--- config.mk ---
export PLATFORM = sky130hd
export DESIGN_NAME = baseband_pulse_gen
export DESIGN_NICKNAME = d
export VERILOG_FILES = /design/src/rtl/baseband_pulse_gen.sv
export SDC_FILE = /design/constraint.sdc
export NUM_CORES = 1
export LEC_CHECK = 0
export ABC_AREA = 1
export BUFFER_PORTS_ARGS = -buffer_cell sky130_fd_sc_hd__clkbuf_2
export CORE_MARGIN = 5
export CORE_UTILIZATION = 51
export DETAILED_ROUTE_END_ITERATION = 6
export GPL_ROUTABILITY_DRIVEN = 0
export PLACE_DENSITY = 0.83
export SYNTH_ARGS = -nofsm -noshare
export SYNTH_HDL_FRONTEND = slang
export SYNTH_SLANG_ARGS = --single-unit
--- constraint.sdc ---
create_clock -name clk -period 1.89 [get_ports clk]
set_clock_uncertainty 0.05 [all_clocks]
set_input_delay 0.189 -clock clk [delete_from_list [all_inputs] [get_ports clk]]
set_output_delay 0.189 -clock clk [all_outputs]
set_load 0.03 [all_outputs]
--- src/rtl/baseband_pulse_gen.sv ---
// baseband_pulse_gen
//   Converts a serial bit stream (valid/ready) into fixed-length symbol
//   frames. Each frame carries one baseband pulse on the line chosen by
//   the bit: baseband_pulse_0 for a '0', baseband_pulse_1 for a '1'.
//
// Ports
//   clk              rising-edge clock
//   rst_n            synchronous active-low reset
//   en               gates acceptance of new bits only
//   bit_in           data bit, latched on transfer
//   bit_valid        bit_in is valid
//   bit_ready        block accepts bit_in this cycle (combinational)
//   baseband_pulse_0 registered pulse for a '0' symbol
//   baseband_pulse_1 registered pulse for a '1' symbol
//   busy             registered, a frame is in progress
//   symbol_done      registered strobe in the last frame cycle
//   sym_count        completed frames, wraps modulo 2^16
module baseband_pulse_gen #(
    parameter int SYMBOL_CYCLES = 16,
    parameter int GUARD_CYCLES  = 2,
    parameter int PULSE_WIDTH   = 4,
    parameter int CNT_W         = 8
) (
    input  logic        clk,
    input  logic        rst_n,
    input  logic        en,
    input  logic        bit_in,
    input  logic        bit_valid,
    output logic        bit_ready,
    output logic        baseband_pulse_0,
    output logic        baseband_pulse_1,
    output logic        busy,
    output logic        symbol_done,
    output logic [15:0] sym_count
);

    typedef enum logic [1:0] {
        IDLE  = 2'd0,
        GUARD = 2'd1,
        PULSE = 2'd2,
        GAP   = 2'd3
    } state_t;

    localparam logic [CNT_W-1:0] LAST_C        = CNT_W'(SYMBOL_CYCLES - 1);
    localparam logic [CNT_W-1:0] PULSE_START_C = CNT_W'(GUARD_CYCLES);
    // First frame cycle after the pulse. May alias to 0 when the pulse runs
    // to the end of the frame; that value is never reached by an increment.
    localparam logic [CNT_W-1:0] PULSE_END_C   = CNT_W'(GUARD_CYCLES + PULSE_WIDTH);
    localparam state_t           FIRST_STATE   = (GUARD_CYCLES == 0) ? PULSE : GUARD;

    state_t             state_q, state_d;
    logic [CNT_W-1:0]   cnt_q, cnt_d;
    logic               bit_q, bit_d;
    logic               p0_q, p0_d;
    logic               p1_q, p1_d;
    logic               busy_q, busy_d;
    logic               done_q, done_d;
    logic [15:0]        count_q, count_d;
    logic               frame_last;
    logic               xfer;

    assign frame_last = (state_q != IDLE) && (cnt_q == LAST_C);
    assign bit_ready  = rst_n && en && ((state_q == IDLE) || frame_last);
    assign xfer       = bit_valid && bit_ready;

    always_comb begin
        state_d = state_q;
        cnt_d   = cnt_q;
        bit_d   = bit_q;
        count_d = count_q;

        if (frame_last) begin
            count_d = count_q + 16'd1;
        end

        if (xfer) begin
            // A transfer in the last frame cycle starts the next frame at the
            // same edge, so busy never drops between back-to-back symbols.
            state_d = FIRST_STATE;
            cnt_d   = '0;
            bit_d   = bit_in;
        end else if (frame_last) begin
            state_d = IDLE;
            cnt_d   = '0;
        end else if (state_q != IDLE) begin
            cnt_d = cnt_q + CNT_W'(1);
            case (state_q)
                GUARD:   if (cnt_d == PULSE_START_C) state_d = PULSE;
                PULSE:   if (cnt_d == PULSE_END_C)   state_d = GAP;
                default: state_d = state_q;
            endcase
        end

        // Outputs are decoded from the next state so they register in step
        // with the frame cycle they describe.
        p0_d   = (state_d == PULSE) && !bit_d;
        p1_d   = (state_d == PULSE) &&  bit_d;
        busy_d = (state_d != IDLE);
        done_d = busy_d && (cnt_d == LAST_C);
    end

    always_ff @(posedge clk) begin
        if (!rst_n) begin
            state_q <= IDLE;
            cnt_q   <= '0;
            bit_q   <= 1'b0;
            p0_q    <= 1'b0;
            p1_q    <= 1'b0;
            busy_q  <= 1'b0;
            done_q  <= 1'b0;
            count_q <= '0;
        end else begin
            state_q <= state_d;
            cnt_q   <= cnt_d;
            bit_q   <= bit_d;
            p0_q    <= p0_d;
            p1_q    <= p1_d;
            busy_q  <= busy_d;
            done_q  <= done_d;
            count_q <= count_d;
        end
    end

    assign baseband_pulse_0 = p0_q;
    assign baseband_pulse_1 = p1_q;
    assign busy             = busy_q;
    assign symbol_done      = done_q;
    assign sym_count        = count_q;

endmodule

==> results of run 1 <==
power groups by stage:
| stage | Combinational [mW] | Clock [mW] | Sequential, mW |
|---|---|---|---|
| after floorplan | 0.0775 | 0 | 0.690 |
| after global placement | 0.110 | 0 | 0.686 |
| after detailed placement | 0.113 | 0 | 0.686 |
| after CTS | 0.121 | 0.451 | 0.670 |
| after global routing | 0.166 | 0.483 | 0.672 |
| final | 0.151 | 0.444 | 0.671 |
cell usage after synthesis (all sizes together):
library cell / n
nand2: 62
o22ai: 1
xnor2: 2
dfxtp: 31
clkbuf: 2
xor2: 4
mux2i: 1
nor3b: 2
nand4: 7
a211oi: 1
nand3: 13
a31oi: 2
nor3: 13
ha: 6
o21ai: 12
buf: 2
o21a: 1
o21bai: 1
inv: 32
nor2: 36
a21oi: 14
per-layer routing:
layer,wire length [µm],track usage
met1,1830,0.219
met2,2320,0.333
met3,189,0.0378
met4,71,0.0819
met5,0,0
layout make-up:
cell class              count  area, µm²
clock buffers               8       68.8
fillers                   290       1100
inverters                  32        123
multi-input cells         178       1070
flip-flops and latches     31        632
well taps                  46       57.6
repair buffers             41        259
how the worst min path moves through the flow:
stage                     depth (start not counted)  slack (ns)                  startpoint                     endpoint
after floorplan                                   2        0.29                      bit_in             bit_q$_SDFF_PN0_
after global placement                            3        0.42                      bit_in             bit_q$_SDFF_PN0_
after detailed placement                          2        0.44  sym_count[15]$_SDFFE_PN0P_   sym_count[15]$_SDFFE_PN0P_
after CTS                                         4        0.11                      bit_in  baseband_pulse_0$_SDFF_PN0_
after global routing                              3        0.12                      bit_in             bit_q$_SDFF_PN0_
final                                             4        0.12                      bit_in  baseband_pulse_0$_SDFF_PN0_
metrics by stage:
stage          instances  instance area [µm²]
6_report             336                 2210
5_1_grt              336                 2210
4_1_cts              329                 2050
3_5_place_dp         320                 1960
3_3_place_gp         320                 1960
2_1_floorplan        245                 1740
cells by family (layout without fill, tap and decap cells):
| group | Yosys count | in the layout | synth area share |
|---|---|---|---|
| AO/OA/AOI/OAI | 32 | 32 | 0.0990 |
| flip-flops | 31 | 31 | 0.358 |
| buffers and inverters | 36 | 81 | 0.0824 |
| AND/OR/NAND/NOR | 133 | 133 | 0.374 |
| multiplexers | 1 | 1 | 0.0130 |
| adder cells (fa/ha/maj) | 6 | 6 | 0.0434 |
| XOR/XNOR | 6 | 6 | 0.0303 |
worst reg2reg max path, stage by stage, from the launching register on:
cell and delay, ns:
dfxtp_4 0.38, ha_4 0.16, nand2_4 0.06, nor2_4 0.13, nand4_4 0.18, nor3_4 0.25, nand4_2 0.15, nor2_4 0.17
inv_2 0.05, o21ai_1 0.12, a21oi_1 0.05
sequential cells by signal (all words and copies together) (netlist names):
register	count
state_q	2
symbol_done	1
bit_q	1
sym_count	16
cnt_q	8
baseband_pulse_1	1
baseband_pulse_0	1
busy	1
repair_timing:
| item | 4_1_cts | 5_1_grt |
|---|---|---|
| setup buffers | 1 | 7 |
| hold endpoints to repair | 0 | 0 |
| resized for setup | 4 | 37 |
| endpoints found under the setup margin | 1 | 17 |
| pin swaps | 1 | 16 |
==> key figures, run 1 <==
Power
  – Leak: 0.925 nW
  – Power Density: 572 mW/mm²
  – Net Sw Power: 0.328 mW
  – Gate power share: 0.119
  – Worst VDD drop: 0.000406 V
  – Clock power share: 0.351
  – Sequential Power Share: 0.530
  – Total Power: 1.27 mW
  – Int Power: 0.938 mW
  – Switching share of power: 0.259

Floorplanning
  – Core Area: 0.00331 mm²
  – DIE WIDTH: 68.3 µm
  – Ports: 26
  – Starting Density: 0.523
  – Full die area: 0.00466 mm²
  – Die height: 68.3 µm
  – FP Rows: 21

Yosys
  – Mapped cell area: 0.00173 mm²
  – Synth area leaders: dfxtp_1 36%, nand2_1 13%, nor2_1 7.2%
  – Cell count after synthesis: 245
  – Yosys Warn Count: 0
  – Syn avg cell area: 7.07 µm²
  – Cell taking the most area after synthesis: dfxtp_1
  – Yosys reg bits: 31
  – Seq/Total Area, Yosys: 0.358
  – Share of the synthesized area in the top cell type: 0.358
  – Syn Nets: 256
  – Distinct cells, synth: 33

Worst setup path
  – WP data required: 2.06 ns
  – Worst setup SP type: register
  – Cells along the critical path: ha_4 -> nand2_4 -> nor2_4 -> nand4_4 -> nor3_4 -> nand4_2 -> nor2_4 -> inv_2 -> o21ai_1 -> a21oi_1
  – RR Endpoint: sym_count[9]$_SDFFE_PN0P_
  – WP depth: 10
  – CP Launch Point: cnt_q[1]$_SDFF_PN0_
  – Crit path buf inv count: 1
  – Reg2Reg Setup Slack: 0.04 ns
  – CP top delay family: simple AND/OR/NAND/NOR gates
  – WS Path Type: register to register
  – Worst-path fanout max: 6
  – Slowest CP cell: dfxtp_4
  – CP Data Arrival Time: 2.02 ns
  – Most common cell on crit path: nor2_4
  – CP endpoint: sym_count[9]$_SDFFE_PN0P_
  – CP Capture Type: register
  – R2R cell count: 10
  – CP max stage delay: 0.38 ns
  – RR Startpoint: cnt_q[1]$_SDFF_PN0_

STA
  – Peak Freq: 540 MHz
  – Setup TNS: 0 ns
  – Worst slew margin: 0.688
  – Hold Fails Final Rpt: 0
  – Endpoints failing setup: 0
  – Tightest Pin Transition: 0.467 ns
  – Final WS setup: 0.0370 ns
  – Minimum clock period: 1.85 ns
  – Crit share post-route: 0.980
  – Final hold slack: 0.119 ns
  – Final Max Slew Viols: 0
  – RSZ-0062 raised after global routing: true

Placement
  – Pre-CTS setup slack: 0.0405 ns
  – DP Wirelength: 2.99 mm
  – Port Buffers: 25

Layout
  – Commonest non-fill, non-tap cell in the layout: nand2_1
  – N_diodes: 0
  – Nets: 300
  – Area Overhead vs Synth: 27.7%
  – Core Util, Final: 0.668
  – Fraction of layout cells with a size suffix above 1: 0.334
  – Most frequent cells in the layout: 52 x nand2_1, 27 x nor2_1, 26 x inv_1

Clocking
  – Clock Tree Root: clkbuf_4
  – Reg clk slew, reported paths: 0.10 ns
  – TritonCTS clock tree: yes
  – Longest Clk Path Bufs: 2
  – Hold-fix buffers, CTS: 0
  – H-tree depth: 2
  – Clock Latency Late Sink: 0.33 ns
  – Total CTS buffers: 5
  – Clk sinks: 31

GRT
  – Total grt overflow: 0
  – All-Layer GR Usage: 0.189
  – Initial antenna violation count: 0
  – First-pass GRT wire length: 6.60 mm
  – Vias in the first global route: 1600
  – Largest net degree at the start of global routing: 15

Routing
  – Routed vias: 1765
  – Post-DRT Antenna Nets: 0
  – WL per Instance: 13.1 µm
  – DRT Wirelength: 4.41 mm
  – DR iter-0 viols: 141
  – Via density: 5.25
  – DRT Pass-1 Iters: 4
  – # DRC: 0

Min path
  – Hold Crit Class: input pin to register

Outcome
  – Status: complete, no violations

Flow run
  – Max Cap Viol: 0
No activity file was read; power rests on OpenSTA's default activity.
==> inputs of run 2 (changes only) <==
PLACE_DENSITY = 0.86   (was 0.83)
==> key figures, run 2 (synthesis results as in run 1) <==
Worst setup path
  – CP Data Arrival Time: 2.07 ns
  – WP data required: 2.10 ns
  – Cells along the critical path: ha_4 -> nand3_1 -> o21bai_1 -> nand2_1 -> nor2_2 -> nand3_2 -> nand2_1 -> nand2_1 -> nand2_2 -> nand2_2 -> nand3_2 -> nand2_2 -> nor2_2
  – Worst setup SP type: register
  – WS Path Type: register to register
  – Worst-path fanout max: 4
  – CP Capture Type: register
  – CP max stage delay: 0.39 ns
  – Slowest CP cell: dfxtp_4

Clocking
  – Total CTS buffers: 5
  – Clock Tree Root: clkbuf_4
  – Reg clk slew, reported paths: 0.09 ns
  – Clock Latency Late Sink: 0.32 ns
  – Hold-fix buffers, CTS: 0
  – Longest Clk Path Bufs: 2
  – H-tree depth: 2
  – TritonCTS clock tree: yes
  – Clk sinks: 31

Routing
  – DRT Pass-1 Iters: 4
  – DR iter-0 viols: 129
  – Routed vias: 1686
  – DRT Wirelength: 4.12 mm
  – # DRC: 0
  – WL per Instance: 12.5 µm
  – Via density: 5.12
  – Post-DRT Antenna Nets: 0

Layout
  – Area Overhead vs Synth: 23.5%
  – Nets: 294
  – Fill cells: 319
  – Non-Filler Instances: 329
  – Multi-input logic area: 0.00106 mm²
  – Core Util, Final: 0.646
  – Sequential cell area: 633 µm²
  – Most frequent cells in the layout: 54 x nand2_1, 27 x nor2_1, 26 x inv_1
  – Fraction of layout cells with a size suffix above 1: 0.314
  – Commonest non-fill, non-tap cell in the layout: nand2_1
  – N_diodes: 0
  – Largest register FFs: 16

GRT
  – Initial antenna violation count: 0
  – Largest net degree at the start of global routing: 15
  – First-pass GRT wire length: 6.61 mm
  – Vias in the first global route: 1551
  – Total grt overflow: 0
  – All-Layer GR Usage: 0.189

Power
  – Leak: 0.901 nW
  – Worst VDD drop: 0.000318 V
  – Total Power: 1.19 mW
  – Power Density: 556 mW/mm²

Floorplanning
  – DIE WIDTH: 68.3 µm
  – Starting Density: 0.523
  – Core Area: 0.00331 mm²
  – FP Rows: 21
  – Die height: 68.3 µm
  – Full die area: 0.00466 mm²
  – Ports: 26

STA
  – Final WS setup: 0.0306 ns
  – Hold Fails Final Rpt: 0
  – Final Max Slew Viols: 0
  – Worst slew margin: 0.687
  – Endpoints failing setup: 0
  – Crit share post-route: 0.984
  – Minimum clock period: 1.86 ns
  – RSZ-0062 raised after global routing: true
  – Tightest Pin Transition: 0.469 ns
  – Peak Freq: 538 MHz

Placement
  – Port Buffers: 25
  – DP Wirelength: 2.98 mm
  – Pre-CTS setup slack: -0.0473 ns
  – DP Cell Count: 317

Flow run
  – Max Cap Viol: 0

Min path
  – Hold Crit Class: input pin to register

Outcome
  – Status: complete, no violations
## run 2: cell types whose count changed in the layout (fill, tap and decap cells not counted), sizes merged
cell | before | now
buf | 17 | 11
clkbuf | 32 | 30
clkinv | 0 | 1
## run 2: what timing repair did
action | in CTS | in global routing
buffers inserted | 1 | 4
gates resized for setup | 7 | 30
pin swaps | 2 | 15
endpoints found under the setup margin | 5 | 12
## run 2: power by group
part	leakage (nW)	switching (mW)	internal, mW
Sequential	0.254	0.0110	0.662
Combinational	0.613	0.0859	0.0465
Clock	0.0341	0.211	0.172
Total	0.901	0.308	0.880
## run 2: per-stage QoR
stage | TNS, ns | cell area [µm²] | hold WS (ns)
2_1_floorplan | 0 | 1740 | 0.287
3_3_place_gp | 0 | 1930 | 0.425
3_5_place_dp | -0.110 | 1930 | 0.424
4_1_cts | 0 | 2030 | 0.0751
5_1_grt | -0.401 | 2140 | 0.116
6_report | 0 | 2140 | 0.0892
## run 2: area by class of cell
cell class                 instances  share of cell area
multi-input combinational        178               0.496
tap                               46              0.0269
clock buffer                       6              0.0240
timing repair buffer              35              0.0983
inverter                          32              0.0562
clock inverter                     1             0.00234
sequential                        31               0.296
## run 2: worst paths after layout
| check | cells past startpoint | endpoint | start | slack [ns] |
|---|---|---|---|---|
| worst min register to register | 2 | sym_count[15]$_SDFFE_PN0P_ | sym_count[15]$_SDFFE_PN0P_ | 0.46 |
| worst max-delay path | 13 | symbol_done$_SDFF_PN0_ | cnt_q[0]$_SDFF_PN0_ | 0.03 |
| worst min-delay path | 3 | bit_q$_SDFF_PN0_ | bit_in | 0.09 |
| worst max register to register | 13 | symbol_done$_SDFF_PN0_ | cnt_q[0]$_SDFF_PN0_ | 0.03 |
## run 2: worst max-delay path: cells and delay by family (launching register included)
family	cells	cell delay, ns
compound gates	1	0.15
fa+ha+maj	1	0.16
flops	1	0.39
simple gates	11	1.05
## run 2: routing by layer
metal	global-route usage	routed length, µm
met5	0	0
met4	0.0744	71
met3	0.0493	153
met2	0.332	2130
met1	0.218	1770
==> inputs of run 3 (changes only) <==
clock period = 1.7 ns   (was 1.89 ns; I/O delays follow)
==> key figures, run 3 (synthesis results as in run 1) <==
Routing
  – DRT Pass-1 Iters: 4
  – WL per Instance: 13.2 µm
  – Highest Signal Layer: met4
  – # DRC: 0
  – DRT Wirelength: 4.61 mm
  – DR WL met2: 2.50 mm
  – Routed wl met3: 202 µm
  – Via density: 5.15
  – Post-DRT Antenna Nets: 0
  – Met1 wire length: 1.84 mm
  – DR iter-0 viols: 116
  – Routed vias: 1802

Worst setup path
  – CP Capture Type: output port
  – Worst setup SP type: register
  – RR Endpoint: sym_count[7]$_SDFFE_PN0P_
  – Reg2Reg Setup Slack: -0.09 ns
  – CP Data Arrival Time: 1.60 ns
  – RR Startpoint: cnt_q[0]$_SDFF_PN0_
  – Worst-path fanout max: 3
  – R2R cell count: 10
  – WP data required: 1.48 ns
  – WS Path Type: register to output port

Min path
  – Worst Hold Path EP: bit_q$_SDFF_PN0_
  – Hold Crit Class: input pin to register
  – Hold path depth: 3
  – Startpoint of the worst hold path: bit_in

Clocking
  – Hold-fix buffers, CTS: 0
  – TritonCTS clock tree: yes
  – H-tree depth: 2
  – Reg clk slew, reported paths: 0.10 ns
  – Clk sinks: 31
  – Clock Tree Root: clkbuf_4
  – Total CTS buffers: 5
  – Clock Latency Late Sink: 0.34 ns
  – Longest Clk Path Bufs: 2

Layout
  – Sequential cell area: 633 µm²
  – Fraction of layout cells with a size suffix above 1: 0.368
  – Non-Filler Instances: 350
  – Nets: 314
  – Largest register FFs: 16
  – Fin area: 0.00234 mm²
  – Commonest non-fill, non-tap cell in the layout: nand2_1
  – Fill cells: 260
  – Area Overhead vs Synth: 35.4%
  – Most frequent cells in the layout: 55 x nand2_1, 29 x nor2_1, 28 x buf_4
  – N_diodes: 0
  – Multi-input logic area: 0.00108 mm²

Placement
  – DP Cell Count: 337
  – Placed Area: 0.00210 mm²
  – Port Buffers: 25
  – Pre-CTS setup slack: -0.184 ns
  – DP Wirelength: 3.21 mm

Power
  – Leak: 1.03 nW
  – Gate power share: 0.123
  – Net Sw Power: 0.380 mW
  – Clock power share: 0.374
  – Worst VDD drop: 0.000716 V
  – Sequential Power Share: 0.504
  – Power Density: 632 mW/mm²
  – Switching share of power: 0.256
  – Int Power: 1.10 mW

STA
  – Final hold slack: 0.0835 ns
  – Final Max Slew Viols: 0
  – Tightest Pin Transition: 0.489 ns
  – Endpoints failing setup: 9
  – Hold Fails Final Rpt: 0
  – Peak Freq: 550 MHz
  – Worst slew margin: 0.674
  – RSZ-0062 raised after global routing: true
  – Final WS setup: -0.117 ns
  – Crit share post-route: 1.07
  – Setup TNS: -0.599 ns
  – Minimum clock period: 1.82 ns

Flow run
  – Max Cap Viol: 0

Floorplanning
  – Core Area: 0.00331 mm²
  – Die height: 68.3 µm
  – Full die area: 0.00466 mm²
  – Ports: 26
  – FP Rows: 21
  – DIE WIDTH: 68.3 µm
  – Starting Density: 0.523

Outcome
  – Failing checks: negative setup slack
  – Status: finished, violations left

GRT
  – Largest net degree at the start of global routing: 15
  – Vias in the first global route: 1717
  – First-pass GRT wire length: 7.42 mm
  – Total grt overflow: 0
  – All-Layer GR Usage: 0.210
  – Initial antenna violation count: 0
run 3: power by group through the flow:
stage / Sequential [mW] / Combinational (mW) / Clock (mW)
after CTS: 0.746 / 0.174 / 0.566
after global placement: 0.762 / 0.149 / 0
after detailed placement: 0.763 / 0.153 / 0
after floorplan: 0.768 / 0.0876 / 0
final: 0.747 / 0.182 / 0.554
after global routing: 0.749 / 0.199 / 0.597
run 3: cell type report:
class	count	share of cell area
multi-input combinational	178	0.462
sequential	31	0.270
timing repair buffer	55	0.157
inverter	32	0.0523
clock buffer	7	0.0326
tap	46	0.0245
clock inverter	1	0.00213
run 3: critical path: stages, from the launching register on:
cell and delay, ns:
dfxtp_4 0.38, ha_4 0.15, nand2_2 0.07, nor2_4 0.14, nand3_2 0.09, nand2_2 0.10
inv_2 0.07, nor2_4 0.13, buf_8 0.14
run 3: how the worst max path moves through the flow:
stage | start | end | slack, ns | cells past startpoint
6_report | cnt_q[0]$_SDFF_PN0_ | bit_ready | -0.12 | 8
5_1_grt | cnt_q[0]$_SDFF_PN0_ | busy$_SDFF_PN0_ | -0.24 | 12
4_1_cts | cnt_q[0]$_SDFF_PN0_ | bit_ready | -0.10 | 8
3_5_place_dp | cnt_q[1]$_SDFF_PN0_ | baseband_pulse_1$_SDFF_PN0_ | -0.18 | 11
3_3_place_gp | cnt_q[1]$_SDFF_PN0_ | sym_count[7]$_SDFFE_PN0P_ | -0.03 | 10
2_1_floorplan | cnt_q[0]$_SDFF_PN0_ | baseband_pulse_0$_SDFF_PN0_ | -0.09 | 12
run 3: through the flow:
stage / power, mW / util
final: 1.48 / 0.708
after global routing: 1.54 / 0.708
after CTS: 1.49 / 0.680
after detailed placement: 0.916 / 0.634
after global placement: 0.910 / 0.634
after floorplan: 0.856 / -
run 3: metal layers:
metal	global-route usage	vias up
met5	0	-
met4	0.0471	0
met3	0.0509	9
met2	0.385	49
met1	0.243	833
li1	-	911
run 3: timing repair:
| item | in CTS | in global routing |
|---|---|---|
| pin swaps | 7 | 2 |
| setup buffers | 3 | 2 |
| gates resized for setup | 14 | 25 |
| setup endpoints to repair | 17 | 25 |
